<file path="src/rtl/seq_detector_prog.sv">
// Serial pattern detector: runtime-loadable N-bit pattern, overlap/non-overlap
// matching, input qualifier and a saturating match counter. Outputs are registered.
module seq_detector_prog #(
  parameter int             N             = 4,
  parameter int             CNT_W         = 8,
  parameter logic [N-1:0]   RESET_PATTERN = N'(4'b1010),
  parameter bit             RESET_OVERLAP = 1'b0
) (
  input  logic             clk,
  input  logic             rst,
  input  logic             in_valid,
  input  logic             in,
  input  logic             cfg_load,
  input  logic [N-1:0]     cfg_pattern,
  input  logic             cfg_overlap,
  input  logic             clear,
  output logic             detect,
  output logic [CNT_W-1:0] match_count
);

  localparam int FW = $clog2(N + 1);
  localparam logic [FW-1:0] FILL_FULL = FW'(N);

  logic [N-1:0]  pat_q;
  logic          ovl_q;
  logic [N-1:0]  hist;
  logic [FW-1:0] fill;

  logic [N-1:0]  hist_nxt;
  logic [FW-1:0] fill_nxt;
  logic          hit;

  // Match is judged on the post-shift history so detect lands one cycle after the last bit.
  always_comb begin
    hist_nxt = {hist[N-2:0], in};
    fill_nxt = (fill == FILL_FULL) ? FILL_FULL : fill + FW'(1);
    hit      = (fill_nxt == FILL_FULL) && (hist_nxt == pat_q);
  end

  always_ff @(posedge clk or negedge rst) begin
    if (!rst) begin
      pat_q       <= RESET_PATTERN;
      ovl_q       <= RESET_OVERLAP;
      hist        <= '0;
      fill        <= '0;
      detect      <= 1'b0;
      match_count <= '0;
    end else begin
      detect <= 1'b0;
      if (cfg_load || clear) begin
        // Control cycles drop any bit presented alongside them.
        hist <= '0;
        fill <= '0;
        if (cfg_load) begin
          pat_q <= cfg_pattern;
          ovl_q <= cfg_overlap;
        end
        if (clear) match_count <= '0;
      end else if (in_valid) begin
        hist <= hist_nxt;
        if (hit) begin
          detect <= 1'b1;
          if (match_count != '1) match_count <= match_count + CNT_W'(1);
          // Non-overlap restarts the fill so the next match needs N fresh bits.
          fill <= ovl_q ? fill_nxt : '0;
        end else begin
          fill <= fill_nxt;
        end
      end
    end
  end

endmodule
</file>
<file path="config.mk">
export PLATFORM = sky130hd
export DESIGN_NAME = seq_detector_prog
export DESIGN_NICKNAME = d
export VERILOG_FILES = /design/src/rtl/seq_detector_prog.sv
export SDC_FILE = /design/constraint.sdc
export NUM_CORES = 1
export LEC_CHECK = 0
export BUFFER_PORTS_ARGS = -buffer_cell sky130_fd_sc_hd__buf_2
export CAP_MARGIN = 20
export CORE_ASPECT_RATIO = 1.25
export CORE_MARGIN = 2
export CORE_UTILIZATION = 30
export DETAILED_ROUTE_END_ITERATION = 7
export HOLD_SLACK_MARGIN = 0.1
export SYNTH_ARGS = -nofsm -noshare
export SYNTH_HDL_FRONTEND = slang
export SYNTH_SLANG_ARGS = --single-unit
</file>
<file path="constraint.sdc">
create_clock -name clk -period 3.44 [get_ports clk]
set_input_delay 0.688 -clock clk [delete_from_list [all_inputs] [get_ports clk]]
set_output_delay 0.688 -clock clk [all_outputs]
set_load 0.03 [all_outputs]
</file>
==> results of run 1 <==
## path summary, 6_finish.rpt
path / start / to
worst max-delay path: fill[0] / match_count[4]
max in group asynchronous: rst / pat_q[3]
worst min-delay path: rst / match_count[4]
min in group clk: ovl_q / ovl_q
worst max register to register: fill[0] / match_count[4]
worst min register to register: ovl_q / ovl_q
## worst max-delay path, stage by stage (launching register included)
cell	delay [ns]
dfrtp_1	0.42
inv_1	0.10
ha_1	0.16
and3b_1	0.20
or4b_4	0.52
nor4_4	0.50
nand4_1	0.17
mux2_2	0.29
## flip-flops by register name (all words and copies together) (netlist names)
signal       cells
ovl_q            1
fill             3
detect           1
hist             3
pat_q            4
match_count      8
## kinds of logic after synthesis
family / Yosys count / share of synthesized area (%)
flops: 20 / 45.7
buf+inv: 6 / 3.07
fa+ha+maj: 3 / 3.41
xor+xnor: 4 / 3.19
simple gates: 45 / 23.8
compound gates: 16 / 10.1
mux: 11 / 10.7
## per-layer routing
metal / track usage, % / up-vias / wire (um)
met1: 13.5 / 403 / 929
met4: 6.20 / 0 / 25
li1: - / 414 / -
met3: 1.81 / 2 / 61
met2: 19.2 / 15 / 1170
met5: 0 / - / 0
## metrics by stage
| stage | total power, mW | worst slack, ns | util [%] | instance area [um2] | cells |
|---|---|---|---|---|---|
| finish | 0.524 | 0.980 | 36.7 | 1290 | 163 |
| global route | 0.546 | 0.794 | 36.7 | 1290 | 163 |
| CTS | 0.529 | 0.954 | 36.7 | 1290 | 163 |
| detailed placement | 0.294 | 0.916 | 34.7 | 1220 | 159 |
| global placement | 0.293 | 0.958 | 34.7 | 1220 | 159 |
| floorplan | 0.280 | 1.09 | - | 1100 | 105 |
## layout by cell type, fill, tap and decap left out, types with 2 or more instances in the layout
| cell type | synthesis | routed |
|---|---|---|
| xnor2_1 | 3 | 3 |
| o21ai_0 | 2 | 2 |
| inv_1 | 2 | 2 |
| dfstp_2 | 2 | 2 |
| mux2_2 | 6 | 6 |
| and3_1 | 2 | 2 |
| ha_1 | 3 | 3 |
| a21oi_1 | 6 | 6 |
| nand2_1 | 2 | 2 |
| nand4_1 | 2 | 2 |
| or2_2 | 2 | 2 |
| nand3_1 | 8 | 8 |
| nand2b_1 | 4 | 4 |
| mux2i_1 | 5 | 5 |
| nor3_1 | 2 | 2 |
| dfrtp_1 | 18 | 18 |
| buf_2 | 0 | 19 |
| a31o_2 | 2 | 2 |
| nor2_1 | 15 | 15 |
| clkbuf_8 | 0 | 3 |
## power by group through the flow
| stage | combinational (mW) | clock, mW | sequential [mW] |
|---|---|---|---|
| global route | 0.0452 | 0.250 | 0.250 |
| global placement | 0.0396 | 0 | 0.253 |
| floorplan | 0.0281 | 0 | 0.252 |
| finish | 0.0399 | 0.236 | 0.249 |
| CTS | 0.0408 | 0.239 | 0.249 |
| detailed placement | 0.0407 | 0 | 0.254 |
## cell type report
cell class | instances | area [um2] | area share [%]
repair buffers | 19 | 95.1 | 7.38
clock buffers | 3 | 41.3 | 3.20
flip-flops and latches | 20 | 503 | 39.0
well taps | 39 | 48.8 | 3.79
clock inverters | 1 | 30.0 | 2.33
multi-input cells | 79 | 563 | 43.7
inverters | 2 | 7.51 | 0.583
==> impl_metrics.toml, run 1 <==
[power_and_ir_drop]
p_switching_uw = 107
clkPwrFrac_pct = 44.9
internal_power_uw = 418
swShare_pct = 20.3
p_seq_share_pct = 47.5
vdd_drop_max_mv = 0.249
p_comb_share_pct = 7.6
p_per_area_nw_per_um2 = 407
power.leakage_nw = 0.575

[global_routing]
antenna_found_initial = 0
grt_max_degree = 21
grt_pass1_wl_um = 3640
grt_usage_pct = 11.3
grt_overflow = 0
grt_pass1_vias = 784

[place]
port_buffers = 19
hpwl_um = 1610
gp_congestion = 0.724

[timing]
finClkSkew_ns = 0.00209
finalSetupViolCount = 0
slew_viol_final = 0
holdWs_ns = 0.365
rsz0062_at_grt = "false"
worst_pin_slew_ns = 0.548
fin_crit_sh_pct = 71.5
layout_min_cycle_time_ns = 2.46
fin_setup_tns_ns = 0
slew-limit-headroom_pct = 63.2
finalHoldViolCount = 0
fmax_mhz = 407

[logic_synthesis]
ys.flop_type = "dfrtp_1"
netlist_instances = 105
ys_async_sr_fraction_pct = 100
yosys_warnings = 0
netlist_area_um2 = 1100
synthMostInstantiatedCell = "dfrtp_1"
ys_top_cells_by_area = "dfrtp_1, mux2_2, nor2_1, dfstp_2, mux2i_1"
synth_top_area_share_pct = 41.0
syn_area_per_cell_um2 = 10.5
yosysSeqAreaShare_pct = 45.7
ys_types = 36
synth-seq-cells = 20
synth_edf_count = 0
yosysTopAreaCell = "dfrtp_1"
synth_commonest_cells = "dfrtp_1, nor2_1, nand3_1"
synth_nets = 119

[detailed_routing]
num_vias = 834
routed_via_density = 5.12
avgRoutedWirePerCell_um = 13.4
first_iter_violations = 19
drtAntennaViolNets = 0
routed_wl_um = 2190
firstDrtPassIters = 4
drcViolationCount = 0

[worst_setup_path]
regToRegSetupSlack_ns = 0.98
r2r_cells = 7
crit_required_ns = 3.59
startpoint_type = "flop"
cp-end-kind = "flop"
critPathKind = "flop to flop"
critPathMaxFanout = 9
arrival_ns = 2.61

[clock_tree]
h-tree-depth = 1
cts_buffers = 3
cts_setup_buffers = 0
cts_resized = 0
cts_tree = "built"
clock_latency_ns = 0.26
clk_pin_slew_worst_paths_ns = 0.08
hold_buffers = 0
cts.sinks = 20
cts_max_path_buffers = 2
cts-root-buf = "clkbuf_8"

[cells_and_area]
syn_to_final_growth_pct = 17.2
n_fill_cell = 350
antenna_cells = 0
finalNetCount = 139
drive_gt1_share_pct = 33.9

[floorplanning]
die_height_um = 71.7
dieArea_um2 = 4170
start_util_pct = 31.3
row_count = 24
core_um2 = 3510
ios = 20
die_x_um = 58.2

[status]
status = "completed"

[job]
max_cap_viol_count = 0

[min_path]
hp-class = "input pin to async pin"
Note: power is estimated with default switching activity, not from simulation.
==> run 2: changes to the inputs <==
Clock period 3.44 ns to 2.5 ns, I/O delays scaled along.
==> impl_metrics.toml, run 2 (synthesis gave the netlist of run 1 again) <==
[clock_tree]
cts_setup_buffers = 0
cts_max_path_buffers = 2
cts_tree = "built"
cts_resized = 0
hold_buffers = 0
cts.sinks = 20
h-tree-depth = 1
cts-root-buf = "clkbuf_8"
clock_latency_ns = 0.26
cts_buffers = 3
clk_pin_slew_worst_paths_ns = 0.07

[floorplanning]
die_height_um = 71.7
row_count = 24
start_util_pct = 31.3
ios = 20
dieArea_um2 = 4170
core_um2 = 3510
die_x_um = 58.2

[cells_and_area]
top_regs = "match_count x8, pat_q x4"
largest-register = "match_count"
fin_cells = 167
postLayoutCoreUtil_pct = 36.8
finalNetCount = 143
drive_gt1_share_pct = 35.2
layout_commonest_cell = "buf_2"
layout_common_cells = "buf_2, dfrtp_1, nor2_1"
design_area_um2 = 1290
syn_to_final_growth_pct = 17.5
antenna_cells = 0
largest_register_ffs = 8

[worst_setup_path]
critPathKind = "flop to flop"
startpoint_type = "flop"
slowest_stage = "o41a_2"
critPathTopFamily = "compound AO/OA/AOI/OAI gates"
crit_required_ns = 2.65
cp-end-kind = "flop"
crit_path_start = "fill[0]"
path_cells = "inv_1 > ha_1 > or2b_2 > a21o_2 > or2_2 > o41a_2 > o21ba_2"
r2r_cells = 7
critPathBufInv = 1
r2r-end = "match_count[6]"
regToRegSetupSlack_ns = 0.13
arrival_ns = 2.52
critPathMaxFanout = 3
cp_slowest_stage_delay_ns = 0.49
reg2reg_from = "fill[0]"

[power_and_ir_drop]
power.leakage_nw = 0.582
p_per_area_nw_per_um2 = 480
clkPwrFrac_pct = 35.3
p_seq_share_pct = 55.2
vdd_drop_max_mv = 0.334
swShare_pct = 23.0
internal_power_uw = 478
p_comb_share_pct = 9.5
p_switching_uw = 143
total_power_uw = 620

[detailed_routing]
num_vias = 855
drtAntennaViolNets = 0
avgRoutedWirePerCell_um = 13.4
routed_wl_um = 2230
first_iter_violations = 21
drcViolationCount = 0
firstDrtPassIters = 4
routed_via_density = 5.12

[global_routing]
grt_pass1_wl_um = 3820
grt_pass1_vias = 857
grt_usage_pct = 11.9
grt_max_degree = 21
grt_overflow = 0
antenna_found_initial = 0

[timing]
finClkSkew_ns = 0.00393
fin_crit_sh_pct = 94.7
layout_min_cycle_time_ns = 2.37
finalSetupViolCount = 0
layout_setup_ws_ns = 0.132
finalHoldViolCount = 0
slew-limit-headroom_pct = 69.7
holdWs_ns = 0.179
slew_viol_final = 0
fin_setup_tns_ns = 0
worst_pin_slew_ns = 0.455
fmax_mhz = 422

[min_path]
hp-class = "input pin to async pin"

[status]
status = "completed"

[place]
dp_cells = 162
port_buffers = 19
dpl_cell_area_um2 = 1240
gp_congestion = 0.830
dp_slack_ns = 0.120
hpwl_um = 1720

[job]
max_cap_viol_count = 0
run 2: changes by cell type in the layout (fill, tap and decap cells not counted):
cell / previous run / this run
buf_4: 0 / 4
bufinv_16: 1 / 0
clkbuf_1: 0 / 1
run 2: how the worst max path moves through the flow:
stage	slack, ns	cells past startpoint	to
after floorplan	0.20	7	match_count[6]
after global placement	0.17	7	match_count[7]
after detailed placement	0.12	7	match_count[6]
after CTS	0.11	7	match_count[6]
after global routing	-0.005	7	match_count[7]
final	0.13	7	match_count[6]
run 2: worst register-to-register path, delay by kind of cell (launching register included):
| family | cells | cell delay [ns] |
|---|---|---|
| DFF | 1 | 0.37 |
| and+or+nand+nor | 2 | 0.59 |
| adders and majority gates | 1 | 0.30 |
| buffers and inverters | 1 | 0.06 |
| AOI/OAI and AO/OA | 3 | 0.95 |
run 2: cell type report:
type	instances	area, um2
clock buffers	4	45.0
fillers	349	2220
inverters	2	7.51
multi-input cells	79	563
flip-flops and latches	20	503
well taps	39	48.8
repair buffers	23	125
run 2: power groups by stage:
stage	registers [mW]	logic, mW	clock network (mW)
final	0.342	0.0591	0.219
after global routing	0.344	0.0668	0.239
after CTS	0.343	0.0597	0.231
after detailed placement	0.349	0.0597	0
after global placement	0.348	0.0577	0
after floorplan	0.347	0.0386	0
run 2: layer usage:
| metal | vias to the layer above | global-route usage [%] | part of all wire, % |
|---|---|---|---|
| li1 | 420 | - | - |
| met1 | 418 | 13.7 | 40 |
| met2 | 13 | 21.3 | 55 |
| met3 | 4 | 1.81 | 2.8 |
| met4 | 0 | 5.43 | 1.3 |
| met5 | - | 0 | 0 |
